==> src/rtl/ghost_path_sequencer.sv <==
// ghost_path_sequencer: N ghosts walking segments of one shared path ROM, positions committed atomically
module ghost_path_sequencer #(
    parameter int N_GHOSTS = 3,
    parameter int ADDR_W = 8,
    parameter int X_W = 5,
    parameter int Y_W = 4,
    parameter logic [N_GHOSTS*ADDR_W-1:0] PATH_BASE = {8'd143, 8'd64, 8'd0},
    parameter logic [N_GHOSTS*ADDR_W-1:0] PATH_LAST = {8'd50, 8'd78, 8'd63}
) (
    input  logic                    clock,
    input  logic                    resetn,
    input  logic                    step,
    input  logic                    restart,
    input  logic [N_GHOSTS-1:0]     freeze,
    input  logic [N_GHOSTS-1:0]     mode,
    output logic [ADDR_W-1:0]       rom_addr,
    input  logic [10:0]             rom_q,
    output logic [N_GHOSTS*X_W-1:0] pos_x,
    output logic [N_GHOSTS*Y_W-1:0] pos_y,
    output logic                    pos_valid,
    output logic                    update,
    output logic                    busy,
    output logic                    overrun
);
    localparam int K_W = (N_GHOSTS > 1) ? $clog2(N_GHOSTS) : 1;
    localparam logic [K_W-1:0] K_LAST = K_W'(N_GHOSTS - 1);

    typedef enum logic [1:0] {LOAD, IDLE, FETCH, CAPTURE} state_t;

    state_t            state;
    logic              boot;
    logic              pending;
    logic [K_W-1:0]    k;
    logic [K_W-1:0]    kn;
    logic [ADDR_W-1:0] idx [N_GHOSTS];
    logic [ADDR_W-1:0] nxt_idx [N_GHOSTS];
    logic [N_GHOSTS-1:0] dir;
    logic [N_GHOSTS-1:0] nxt_dir;
    logic [X_W-1:0]    sh_x [N_GHOSTS];
    logic [Y_W-1:0]    sh_y [N_GHOSTS];
    logic              rom_unused;

    assign kn = k + 1'b1;
    assign rom_unused = ^rom_q[1:0];

    function automatic logic [ADDR_W-1:0] base_of(input logic [K_W-1:0] i);
        return PATH_BASE[i*ADDR_W +: ADDR_W];
    endfunction

    function automatic logic [ADDR_W-1:0] last_of(input int g);
        return PATH_LAST[g*ADDR_W +: ADDR_W];
    endfunction

    // index and direction each ghost would take if a step were accepted now
    always_comb begin
        for (int g = 0; g < N_GHOSTS; g++) begin
            nxt_idx[g] = idx[g];
            nxt_dir[g] = dir[g];
            if (!freeze[g]) begin
                nxt_idx[g] = (last_of(g) == '0) ? '0 :
                             !mode[g] ? ((idx[g] == last_of(g)) ? '0 : idx[g] + 1'b1) :
                             !dir[g]  ? ((idx[g] == last_of(g)) ? last_of(g) - 1'b1 : idx[g] + 1'b1) :
                                        ((idx[g] == '0) ? ADDR_W'(1) : idx[g] - 1'b1);
                nxt_dir[g] = (last_of(g) != '0) && mode[g] &&
                             (dir[g] ? (idx[g] != '0) : (idx[g] == last_of(g)));
            end
        end
    end

    // sequencer: advance, fetch each ghost in turn, then commit all positions on one edge
    always_ff @(posedge clock or negedge resetn) begin
        if (!resetn) begin
            state     <= IDLE;
            boot      <= 1'b1;
            pending   <= 1'b0;
            k         <= '0;
            rom_addr  <= '0;
            pos_x     <= '0;
            pos_y     <= '0;
            pos_valid <= 1'b0;
            update    <= 1'b0;
            busy      <= 1'b0;
            overrun   <= 1'b0;
            dir       <= '0;
            for (int g = 0; g < N_GHOSTS; g++) begin
                idx[g]  <= '0;
                sh_x[g] <= '0;
                sh_y[g] <= '0;
            end
        end else begin
            update <= 1'b0;
            if (restart || boot) begin
                boot    <= 1'b0;
                state   <= LOAD;
                busy    <= 1'b0;
                pending <= 1'b0;
                overrun <= 1'b0;
                dir     <= '0;
                for (int g = 0; g < N_GHOSTS; g++) idx[g] <= '0;
            end else begin
                if (step && state != IDLE) begin
                    overrun <= overrun | pending;
                    pending <= 1'b1;
                end
                case (state)
                    LOAD: begin
                        state    <= FETCH;
                        k        <= '0;
                        busy     <= 1'b1;
                        rom_addr <= base_of('0) + idx[0];
                    end
                    IDLE: begin
                        if (step || pending) begin
                            for (int g = 0; g < N_GHOSTS; g++) idx[g] <= nxt_idx[g];
                            dir      <= nxt_dir;
                            pending  <= step & pending;
                            state    <= FETCH;
                            k        <= '0;
                            busy     <= 1'b1;
                            rom_addr <= base_of('0) + nxt_idx[0];
                        end
                    end
                    FETCH: begin
                        if (k != '0) begin
                            sh_x[k - 1'b1] <= rom_q[10 -: X_W];
                            sh_y[k - 1'b1] <= rom_q[5 -: Y_W];
                        end
                        if (k == K_LAST) begin
                            state <= CAPTURE;
                        end else begin
                            k        <= kn;
                            rom_addr <= base_of(kn) + idx[kn];
                        end
                    end
                    default: begin
                        for (int g = 0; g < N_GHOSTS; g++) begin
                            pos_x[g*X_W +: X_W] <= (g == N_GHOSTS - 1) ? rom_q[10 -: X_W] : sh_x[g];
                            pos_y[g*Y_W +: Y_W] <= (g == N_GHOSTS - 1) ? rom_q[5 -: Y_W] : sh_y[g];
                        end
                        update    <= 1'b1;
                        pos_valid <= 1'b1;
                        busy      <= 1'b0;
                        state     <= IDLE;
                    end
                endcase
            end
        end
    end
endmodule

==> config.mk <==
export PLATFORM = sky130hd
export DESIGN_NAME = ghost_path_sequencer
export DESIGN_NICKNAME = d
export VERILOG_FILES = /design/src/rtl/ghost_path_sequencer.sv
export SDC_FILE = /design/constraint.sdc
export NUM_CORES = 1
export LEC_CHECK = 0
export BUFFER_PORTS_ARGS = -buffer_cell sky130_fd_sc_hd__buf_4
export CAP_MARGIN = 20
export CORE_ASPECT_RATIO = 0.5
export CORE_MARGIN = 2
export CORE_UTILIZATION = 45
export CTS_CLUSTER_SIZE = 16
export DETAILED_ROUTE_END_ITERATION = 8
export PLACE_DENSITY_LB_ADDON = 0.08
export SYNTH_ARGS = -nofsm -noshare
export SYNTH_HDL_FRONTEND = slang
export SYNTH_SLANG_ARGS = --single-unit
==> constraint.sdc <==
create_clock -name clock -period 4.3 [get_ports clock]
set_clock_uncertainty 0.15 [all_clocks]
set_input_delay 0.215 -clock clock [delete_from_list [all_inputs] [get_ports clock]]
set_output_delay 0.215 -clock clock [all_outputs]
set_load 0.005 [all_outputs]
======== After elaboration in Yosys (flattened, before gate mapping) ========
Cells that the tools add are included.
word-level totals
  input bits .............................. 21
  flip-flop bits (word level) ............. 99
  output and inout bits ................... 39
  word-level logic and storage cells ...... 146
operators by class
  bitwise logic cells ..................... 6
  eq/ne operators ......................... 15
  muxes and demuxes ....................... 60
  reduce and logical (&&, ||, !) cells .... 29
  magnitude comparators ................... 3
  add/subtract/negate cells ............... 9
  shifts and indexed selects .............. 1
operator list
  cell                       count
  $mux W8                    22
  $mux W24                   3
  $add A8 B1 Y8 const B      3
  $logic_not A8 Y1           3
  $pmux W8 S3                1
  $reduce_bool A8 Y1         3
  $shiftx A24 B6 Y8 const A  1
  $sub A8 B1 Y8 const B      3
  $bmux W8 S2                1
  $eq A8 B6 Y1 const B       2
  $mux W1                    16
  $bwmux W15                 1
  $bwmux W12                 1
  $pmux W2 S3                2
  $reduce_and A3 Y1          4
  $demux W5 S2               1
  $mux W2                    5
  $mux W3                    3
  $add A8 B8 Y8              1
  $demux W4 S2               1
  $eq A8 B7 Y1 const B       1
  $ne A2 B1 Y1 const B       4
  $reduce_and A2 Y1          4
  $reduce_bool A2 Y1         4
  other kinds (21)           33

======== Depth between registers and ports, before layout ========
Gate-level depths: netlist (run 1).
  depth after elaboration ................. 8
  mapped depth ............................ 16
  depth with buffers taken out ............ 14

======== Worst setup path after synthesis (run 1) ========
OpenSTA, ideal clock, no wires.
  path type ............................... reg2reg
  start ................................... register k[0]
  end ..................................... register rom_addr[4]
  library setup time ...................... 0.141 ns
  cell stages (with the launch flop) ...... 17
  path buffers ............................ 2
  required time ........................... 4.009 ns
  path slack .............................. 1.167 ns
  arrival ................................. 2.842 ns
  clock period less this slack ............ 3.133 ns
  cells stage by stage .................... dfrtp_1 > buf_2 > inv_1 > ha_1 > and2_0 > clkbuf_1 > nand2_1 > o21ai_0 > ha_1 > inv_1 > fa_1 > nor2b_1 > o21a_1 > nor2_1 > xnor2_1 > a221oi_1 > a211oi_1
on the way
  longest elaborated chain between the ends .. 8
  elaborated cells on any way between the ends .. 12
  those cells by class .................... add/sub (2); eq/ne (2); shift (1); mux (5); bitwise (1); reduce/logical (1)
ends and longest elaborated chain
  element                                                                RTL line  text
  start: declaration                                                     33        logic [K_W-1:0] k;
  start signal: assignment                                               131       k <= kn;
  parallel branches: the longest is 8 deep, another holds $add A8 B8 Y8  --
  end signal: assignment                                                 110       rom_addr <= base_of('0) + idx[0];
  end signal: assignment                                                 120       rom_addr <= base_of('0) + nxt_idx[0];
  end signal: assignment                                                 132       rom_addr <= base_of(kn) + idx[kn];
  end: declaration                                                       16        output logic [ADDR_W-1:0] rom_addr,
Several ways; the timed one is not identified. The select of a mux whose other input is x is not followed.
A chain may end at the register's enable or synchronous reset.

======== Worst setup path after layout (run 1) ========
Same ends and word-level chain as after synthesis.

==> summary.md, run 1 <==
| Metric | Value |
|---|---|
| Leakage power | 2.96 nW |
| Distinct cell type count after synthesis | 75 |
| Mapped Area | 5630 um2 |
| First-pass GRT wire length | 22.9 mm |
| Final worst-path cycle share | 80.8% |
| Setup Fix Bufs, Post-CTS | 0 |
| TritonRoute pass-1 iters | 5 |
| Post-route insts no fill | 812 |
| Worst slack at placement | 0.893 ns |
| Std cell rows | 28 |
| Initial Util | 46.8% |
| Worst r2r dst | rom_addr[4] |
| CP cell instances | buf_4, inv_1, ha_1, and2_0, nand2_1, o21ai_0, ha_1, inv_1, fa_1, nor2b_1, o21a_1, nor2_1, xnor2_1, a221oi_1, a211oi_1 |
| Main synth FF type | dfrtp_1 |
| Hold/Removal Path Class | in2reg |
| Slew Limit Fails | 0 |
| Count of final hold-check violations | 0 |
| First DRT Iteration DRCs | 445 |
| Max-slew headroom | 48.7% |
| DR vias/cell | 5.74 |
| Critical Path RT | 4.36 ns |
| Critical path class | reg2reg |
| Register share of total power | 47.4% |
| Post-synth EDFFs | 0 |
| Commonest cells post-synth | dfrtp_1, nor2_1, nand2_1, mux2_2, o21ai_0 |
| Seq/Total Area, Yosys | 40.1% |
| Final setup fails | 0 |
| Worst path max stage delay | 0.48 ns |
| Largest net degree at the start of global routing | 52 |
| CP endpoint kind | flip-flop |
| Mapped Nets | 642 |
| Routed wire length | 13.8 mm |
| Slew of the pin with the lowest slew margin | 0.763 ns |
| Cell taking the most area after synthesis | dfrtp_1 |
| Drt wl/cell | 17.0 um |
| Core box area | 12,000 um2 |
| Peak VDD IR | 0.000163 V |
| H-tree depth | 3 |
| CP startpoint kind | flip-flop |
| # placed instances | 785 |
| CTS clock-pin slew for the worst setup and hold paths | 0.07 ns |
| Post-CTS Resized | 0 |
| Outcome | complete, no violations |
| CTS tree | done |
| Synth-to-Final Area Change | 16.1% |
| Routed Antenna Nets | 0 |
| RSZ-0062 raised after global routing | no |
| Fin Hold WS | 0.0293 ns |
| Die Height | 83.1 um |
| Int Pwr | 1.42 mW |
| Slowest CP cell | ha_1 |
| Clock Sink Count | 90 |
| Most numerous cell in the Yosys netlist | dfrtp_1 |
| R2R setup slack | 0.83 ns |
| Number of remaining DRC errors | 0 |
| Insertion delay to the later sink of the worst-skew pair | 0.34 ns |
| IO Port Bufs | 57 |
| Worst EP arrival | 3.54 ns |
| Synth async-reset ratio | 100% |
| R2R Path Start | k[0] |
| CTS buffer count | 9 |
| PwrDens | 295 nW/um2 |
| Root Buffer | clkbuf_16 |
| Setup crit start | k[0] |
| Die width | 162 um |
| Highest Clock Rate | 288 MHz |
| Vias in the first global route | 4,411 |
| Leading post-synthesis cells by cell area | dfrtp_1, mux2_2, ha_1 |
| Sw Ratio | 26.3% |
| Clock power frac | 40.8% |
| Antenna violations before repair | 0 |
| Share of layout cells above drive strength 1 | 22.1% |
| # nets final | 688 |
| Final worst slack | 0.825 ns |
| # IOs | 60 |
| Post-DP HPWL | 9.63 mm |
| Antenna diodes | 0 |
| Post-synthesis register bit count | 90 |
| Cells after synthesis | 596 |
| Syn Area/Cell | 9.44 um2 |
| Die footprint | 13,500 um2 |
| Clock Path Buffers | 2 |
| Worst r2r path cells | 15 |
| Tmin final | 3.47 ns |
| Setup TNS | 0 ns |
| Fillers | 1,101 |
| Yosys top cell area share | 39.1% |
| Critical Path End | rom_addr[4] |
| Combinational share of power | 11.8% |
| Total GRT Usage | 21.0% |
| Largest fanout on the critical path | 14 |
| GP Congestion | 0.907 |
| Psw | 0.507 mW |
| Vias | 4,657 |
| GRT Residual Overflow | 0 |
| Synth Warn # | 0 |
| Max-cap viol count | 0 |
-- power by group through the flow --
stage / clock network, mW / registers, mW / logic, mW
6_report: 0.785 / 0.914 / 0.228
5_1_grt: 0.862 / 0.919 / 0.256
4_1_cts: 0.811 / 0.914 / 0.230
3_5_place_dp: 0 / 0.931 / 0.221
3_3_place_gp: 0 / 0.930 / 0.219
2_1_floorplan: 0 / 0.929 / 0.119
-- routing by layer --
layer / up-vias / track usage [%] / wire length (um)
li1: 2260 / - / -
met1: 2262 / 30.9 / 7060
met2: 124 / 32.7 / 5980
met3: 11 / 3.75 / 604
met4: 0 / 4.02 / 115
met5: - / 0 / 0
-- kinds of logic after synthesis --
group | synth area share [%]
and+or+nand+nor | 17.6
AOI/OAI and AO/OA | 18.9
DFF | 40.1
buffers and inverters | 4.78
muxes | 11.2
adders and majority gates | 5.69
xor gates and xnor gates | 1.71
other | 0.0666
-- worst max-delay path: cells and delay by family (launching register included) --
| family | cells | cell delay [ns] |
|---|---|---|
| adder cells (fa/ha/maj) | 3 | 1.07 |
| flip-flops | 1 | 0.32 |
| buffers and inverters | 3 | 0.43 |
| AND/OR/NAND/NOR | 4 | 0.67 |
| XOR/XNOR | 1 | 0.12 |
| AO/OA/AOI/OAI | 4 | 0.60 |
-- worst min path at each step --
stage	from	end	slack, ns	cells past startpoint
finish	mode[0]	dir[0]	0.03	3
global route	mode[0]	dir[0]	0.05	3
CTS	mode[0]	dir[0]	0.01	3
detailed placement	resetn	pos_valid	0.16	1
global placement	resetn	pos_valid	0.15	1
floorplan	resetn	busy	-0.23	0
-- timing repair --
action                     in CTS  in global routing
setup endpoints to repair       0                  0
hold buffers                   11                  0
hold endpoints to repair       76                  0
-- cell usage in the layout, fill, tap and decap left out, types with 10 or more instances in the layout --
master	synthesis	final
nand3_1	26	26
a21oi_1	20	20
mux2i_1	10	10
dlygate4sd3_1	0	11
o21ai_0	38	38
and3_1	10	10
inv_1	26	26
buf_4	0	62
nand2_1	50	50
dfrtp_1	88	88
nor3_1	15	15
a211oi_1	10	10
nor2_1	56	56
ha_1	24	24
mux2_2	47	47
-- through the flow --
stage,area [um2],utilization [%],total power [mW]
floorplan,5630,-,1.05
global placement,6130,51.0,1.15
detailed placement,6130,51.0,1.15
CTS,6530,54.4,1.96
global route,6530,54.4,2.04
finish,6530,54.4,1.93
-- sequential cells by signal, indices dropped and copies added, names as in the netlist, 2 cells and up --
signal,count
rom_addr,8
k,2
idx,24
pos_x,15
pos_y,12
dir,3
sh_x,10
sh_y,8
state,2
-- final cells by class --
type | count | area (um2) | share of cell area [%]
inverter | 26 | 97.6 | 1.49
timing repair buffer | 73 | 576 | 8.81
tap | 165 | 206 | 3.16
sequential | 90 | 2250 | 34.5
clock buffer | 10 | 239 | 3.66
multi-input combinational | 442 | 3100 | 47.5
clock inverter | 6 | 56.3 | 0.862
Power figures use the tool's default switching activity.
==> inputs of run 2 (changes only) <==
Clock period 4.3 ns to 3.3 ns, I/O delays scaled along.
==> summary.md, run 2 (synthesis results as in run 1) <==
| Metric | Value |
|---|---|
| Outcome | complete, no violations |
| CTS tree | done |
| Final worst-path cycle share | 90.4% |
| CP startpoint kind | flip-flop |
| Post-CTS Resized | 0 |
| # IOs | 60 |
| Most common cell after layout, fill and taps aside | dfrtp_1 |
| DR vias/cell | 5.66 |
| Largest net degree at the start of global routing | 35 |
| Critical Path End | rom_addr[4] |
| Die footprint | 13,500 um2 |
| Highest Clock Rate | 335 MHz |
| Initial Util | 46.8% |
| Die width | 162 um |
| Max reg flops | 24 |
| Core box area | 12,000 um2 |
| IO Port Bufs | 57 |
| # placed instances | 796 |
| H-tree depth | 3 |
| Hold/Removal Path Class | in2reg |
| Die Height | 83.1 um |
| First-pass GRT wire length | 23.8 mm |
| Total GRT Usage | 22.1% |
| Critical Path RT | 3.37 ns |
| Drt wl/cell | 17.3 um |
| Biggest register | idx |
| Setup Fix Bufs, Post-CTS | 0 |
| Biggest registers after layout | idx: 24 flops, pos_x: 15 flops, pos_y: 12 flops |
| Std cell rows | 28 |
| Vias | 4,676 |
| Routed wire length | 14.3 mm |
| Max-cap viol count | 0 |
| Fin Hold WS | 0.0394 ns |
| Commonest cells after routing, fill and taps aside | dfrtp_1, buf_4, nor2_1 |
| RSZ-0062 raised after global routing | no |
| Vias in the first global route | 4,560 |
| CTS clock-pin slew for the worst setup and hold paths | 0.07 ns |
| Setup crit start | k[1] |
| Slew of the pin with the lowest slew margin | 0.707 ns |
| Max-slew headroom | 52.7% |
| Antenna diodes | 0 |
| Worst r2r dst | rom_addr[4] |
| Slew Limit Fails | 0 |
| R2R Path Start | k[1] |
| Post-route insts no fill | 826 |
| Count of final hold-check violations | 0 |
| Critical path class | reg2reg |
| Clock Path Buffers | 2 |
| Antenna violations before repair | 0 |
| Root Buffer | clkbuf_16 |
| Setup TNS | 0 ns |
| Worst r2r path cells | 14 |
| Post-DP HPWL | 10.1 mm |
| Tmin final | 2.98 ns |
| R2R setup slack | 0.32 ns |
| Peak VDD IR | 0.000220 V |
| Fillers | 1,120 |
| GP Congestion | 0.892 |
| # nets final | 702 |
| Leakage power | 3.05 nW |
| Largest fanout on the critical path | 6 |
| First DRT Iteration DRCs | 339 |
| Worst EP arrival | 3.06 ns |
| Number of remaining DRC errors | 0 |
| Synth-to-Final Area Change | 18.5% |
| Share of layout cells above drive strength 1 | 23.4% |
| CTS buffer count | 9 |
| Final setup fails | 0 |
| Routed Antenna Nets | 0 |
| CP endpoint kind | flip-flop |
| Clock Sink Count | 90 |
| GRT Residual Overflow | 0 |
| TritonRoute pass-1 iters | 5 |
| Insertion delay to the later sink of the worst-skew pair | 0.35 ns |
| PwrDens | 390 nW/um2 |
[run 2: worst max-delay path, stage by stage, from the launching register on]
cell	delay, ns
dfrtp_1	0.38
inv_1	0.11
ha_1	0.30
and2_0	0.26
nand2_1	0.09
o21ai_0	0.09
ha_1	0.21
inv_1	0.06
fa_1	0.37
nor2b_1	0.18
o21a_1	0.16
nor2_1	0.05
xnor2_1	0.12
a221oi_1	0.27
a211oi_1	0.07
[run 2: stage by stage]
stage                     total power [mW]  area (um2)  setup slack [ns]  util, %
after floorplan                       1.36        5630             0.167        -
after global placement                1.50        6210             0.351     51.7
after detailed placement              1.51        6210             0.279     51.7
after CTS                             2.64        6660             0.269     55.4
after global routing                  2.73        6670            0.0693     55.5
final                                 2.60        6670             0.317     55.5
[run 2: worst min path at each step]
stage                     cells after the start  slack [ns]  endpoint  startpoint
after global placement                        1       -0.04    update      resetn
final                                         4        0.04   idx[18]     restart
after CTS                                     4        0.01   idx[18]     restart
after detailed placement                      1       -0.04    update      resetn
after global routing                          4        0.03   idx[21]     restart
after floorplan                               0       -0.28      busy      resetn
[run 2: cell type report]
cell class,count,area [um2],share of cell area (%)
Clock buffer,9,225,3.38
Sequential cell,90,2250,33.8
Tap cell,165,206,3.10
Multi-Input combinational cell,442,3100,46.5
Timing Repair Buffer,87,689,10.3
Clock inverter,7,92.6,1.39
Inverter,26,97.6,1.46
[run 2: report_power, final]
group / internal [mW] / total [mW] / switching, mW
clock: 0.609 / 1.10 / 0.492
combinational: 0.148 / 0.308 / 0.160
sequential: 1.16 / 1.19 / 0.0329
[run 2: repair_timing]
action,in CTS,in global routing
hold buffers,13,0
endpoints found under the setup margin,0,0
hold endpoints to repair,58,0
[run 2: layer usage]
layer | global-route usage, % | part of all wire, % | vias up
li1 | - | - | 2284
met1 | 32.0 | 51 | 2266
met2 | 33.8 | 44 | 109
met3 | 5.00 | 4.5 | 17
met4 | 4.91 | 0.91 | 0
met5 | 0 | 0 | -
==> inputs of run 3 (changes only) <==
==> constraint.sdc (replaced) <==
create_clock -name clock -period 3.3 [get_ports clock]
set_clock_uncertainty 0.15 [all_clocks]
set_input_delay 0.495 -clock clock [delete_from_list [all_inputs] [get_ports clock]]
set_output_delay 0.495 -clock clock [all_outputs]
set_load 0.005 [all_outputs]
==> summary.md, run 3 (synthesis results as in run 1) <==
| Metric | Value |
|---|---|
| Insertion delay to the later sink of the worst-skew pair | 0.34 ns |
| Share of layout cells above drive strength 1 | 24.0% |
| Most common cell after layout, fill and taps aside | dfrtp_1 |
| Peak VDD IR | 0.000244 V |
| Initial Util | 46.8% |
| First DRT Iteration DRCs | 332 |
| Slew of the pin with the lowest slew margin | 0.801 ns |
| Die Height | 83.1 um |
| Worst path max stage delay | 0.37 ns |
| H-tree depth | 3 |
| Core box area | 12,000 um2 |
| Total GRT Usage | 21.0% |
| Max reg flops | 24 |
| GP Congestion | 0.891 |
| Largest net degree at the start of global routing | 53 |
| First-pass GRT wire length | 22.9 mm |
| Critical Path RT | 3.36 ns |
| Fin Hold WS | 0.0232 ns |
| Vias in the first global route | 4,388 |
| Slew Limit Fails | 0 |
| PwrDens | 384 nW/um2 |
| R2R setup slack | 0.29 ns |
| Multi-input gate area | 3100 um2 |
| CP endpoint kind | flip-flop |
| Std cell rows | 28 |
| Largest fanout on the critical path | 6 |
| Vias | 4,673 |
| Antenna violations before repair | 0 |
| Synth-to-Final Area Change | 15.9% |
| Slowest CP cell | dfrtp_1 |
| Biggest registers after layout | idx: 24 flops, pos_x: 15 flops, pos_y: 12 flops |
| Worst EP arrival | 3.08 ns |
| Fillers | 1,102 |
| Antenna diodes | 0 |
| Clock Path Buffers | 2 |
| WP buf/inv | 2 |
| Die footprint | 13,500 um2 |
| Max-slew headroom | 46.2% |
| Final worst-path cycle share | 91.2% |
| Commonest cells after routing, fill and taps aside | dfrtp_1, buf_4, nor2_1 |
| Setup TNS | 0 ns |
| Count of final hold-check violations | 0 |
| IO Port Bufs | 57 |
| CTS tree | done |
| # IOs | 60 |
| Hold/Removal Path Class | in2async |
| FF/Latch Area | 2250 um2 |
| Tmin final | 3.01 ns |
| Hold_buf cts | 0 |
| CTS clock-pin slew for the worst setup and hold paths | 0.07 ns |
| # nets final | 690 |
| Max-cap viol count | 0 |
| TritonRoute pass-1 iters | 4 |
| GRT Residual Overflow | 0 |
| RSZ-0062 raised after global routing | no |
| CP cell instances | inv_1, ha_1, and2_0, nand2_1, o21ai_0, ha_1, inv_1, fa_1, nor2b_1, o21a_1, nor2_1, xnor2_1, a221oi_1, a211oi_1 |
| Number of remaining DRC errors | 0 |
| DR vias/cell | 5.74 |
| Post-CTS Resized | 0 |
| Die width | 162 um |
| Biggest register | idx |
| CTS buffer count | 9 |
| Outcome | complete, no violations |
| Leakage power | 2.98 nW |
| Clock Sink Count | 90 |
| CP top delay family | adder cells |
| Drt wl/cell | 16.6 um |
| Final setup fails | 0 |
| Setup Fix Bufs, Post-CTS | 0 |
| Highest Clock Rate | 332 MHz |
| Critical path class | reg2reg |
| Root Buffer | clkbuf_16 |
| Post-DP HPWL | 9.84 mm |
| Routed wire length | 13.5 mm |
| CP startpoint kind | flip-flop |
| Routed Antenna Nets | 0 |
-- run 3: per-stage QoR --
step / power (mW) / instances / setup slack [ns] / util [%] / cell area [um2]
floorplan: 1.36 / 596 / 0.167 / - / 5630
global placement: 1.50 / 797 / 0.350 / 51.7 / 6220
detailed placement: 1.51 / 797 / 0.280 / 51.7 / 6220
CTS: 2.54 / 813 / 0.259 / 54.2 / 6510
global route: 2.64 / 814 / 0.00681 / 54.3 / 6520
finish: 2.50 / 814 / 0.289 / 54.3 / 6520
-- run 3: path summary, 6_finish.rpt --
path,from,to,cells after the start
hold reg to reg,pos_valid,pos_valid,1
setup / recovery,k[1],rom_addr[4],14
hold / removal,resetn,pos_x[5],1
setup reg to reg,k[1],rom_addr[4],14
max in group asynchronous,resetn,state[0],2
min in group clock,rom_q[2],sh_y[4],2
-- run 3: layout make-up --
| class | instances | share of cell area (%) |
|---|---|---|
| Clock inverter | 7 | 1.02 |
| Inverter | 26 | 1.50 |
| Sequential cell | 90 | 34.6 |
| Clock buffer | 9 | 3.45 |
| Timing Repair Buffer | 75 | 8.69 |
| Multi-Input combinational cell | 442 | 47.6 |
| Tap cell | 165 | 3.17 |
-- run 3: routing by layer --
metal	vias to the layer above	GRT usage [%]	wire [um]
met3	12	4.20	689
met4	0	3.70	107
met1	2284	31.2	6800
li1	2266	-	-
met5	-	0	0
met2	111	31.9	5940
-- run 3: report_power, final --
group          internal, mW  switching, mW
Combinational         0.138          0.152
Clock                 0.532          0.485
Sequential             1.16         0.0328
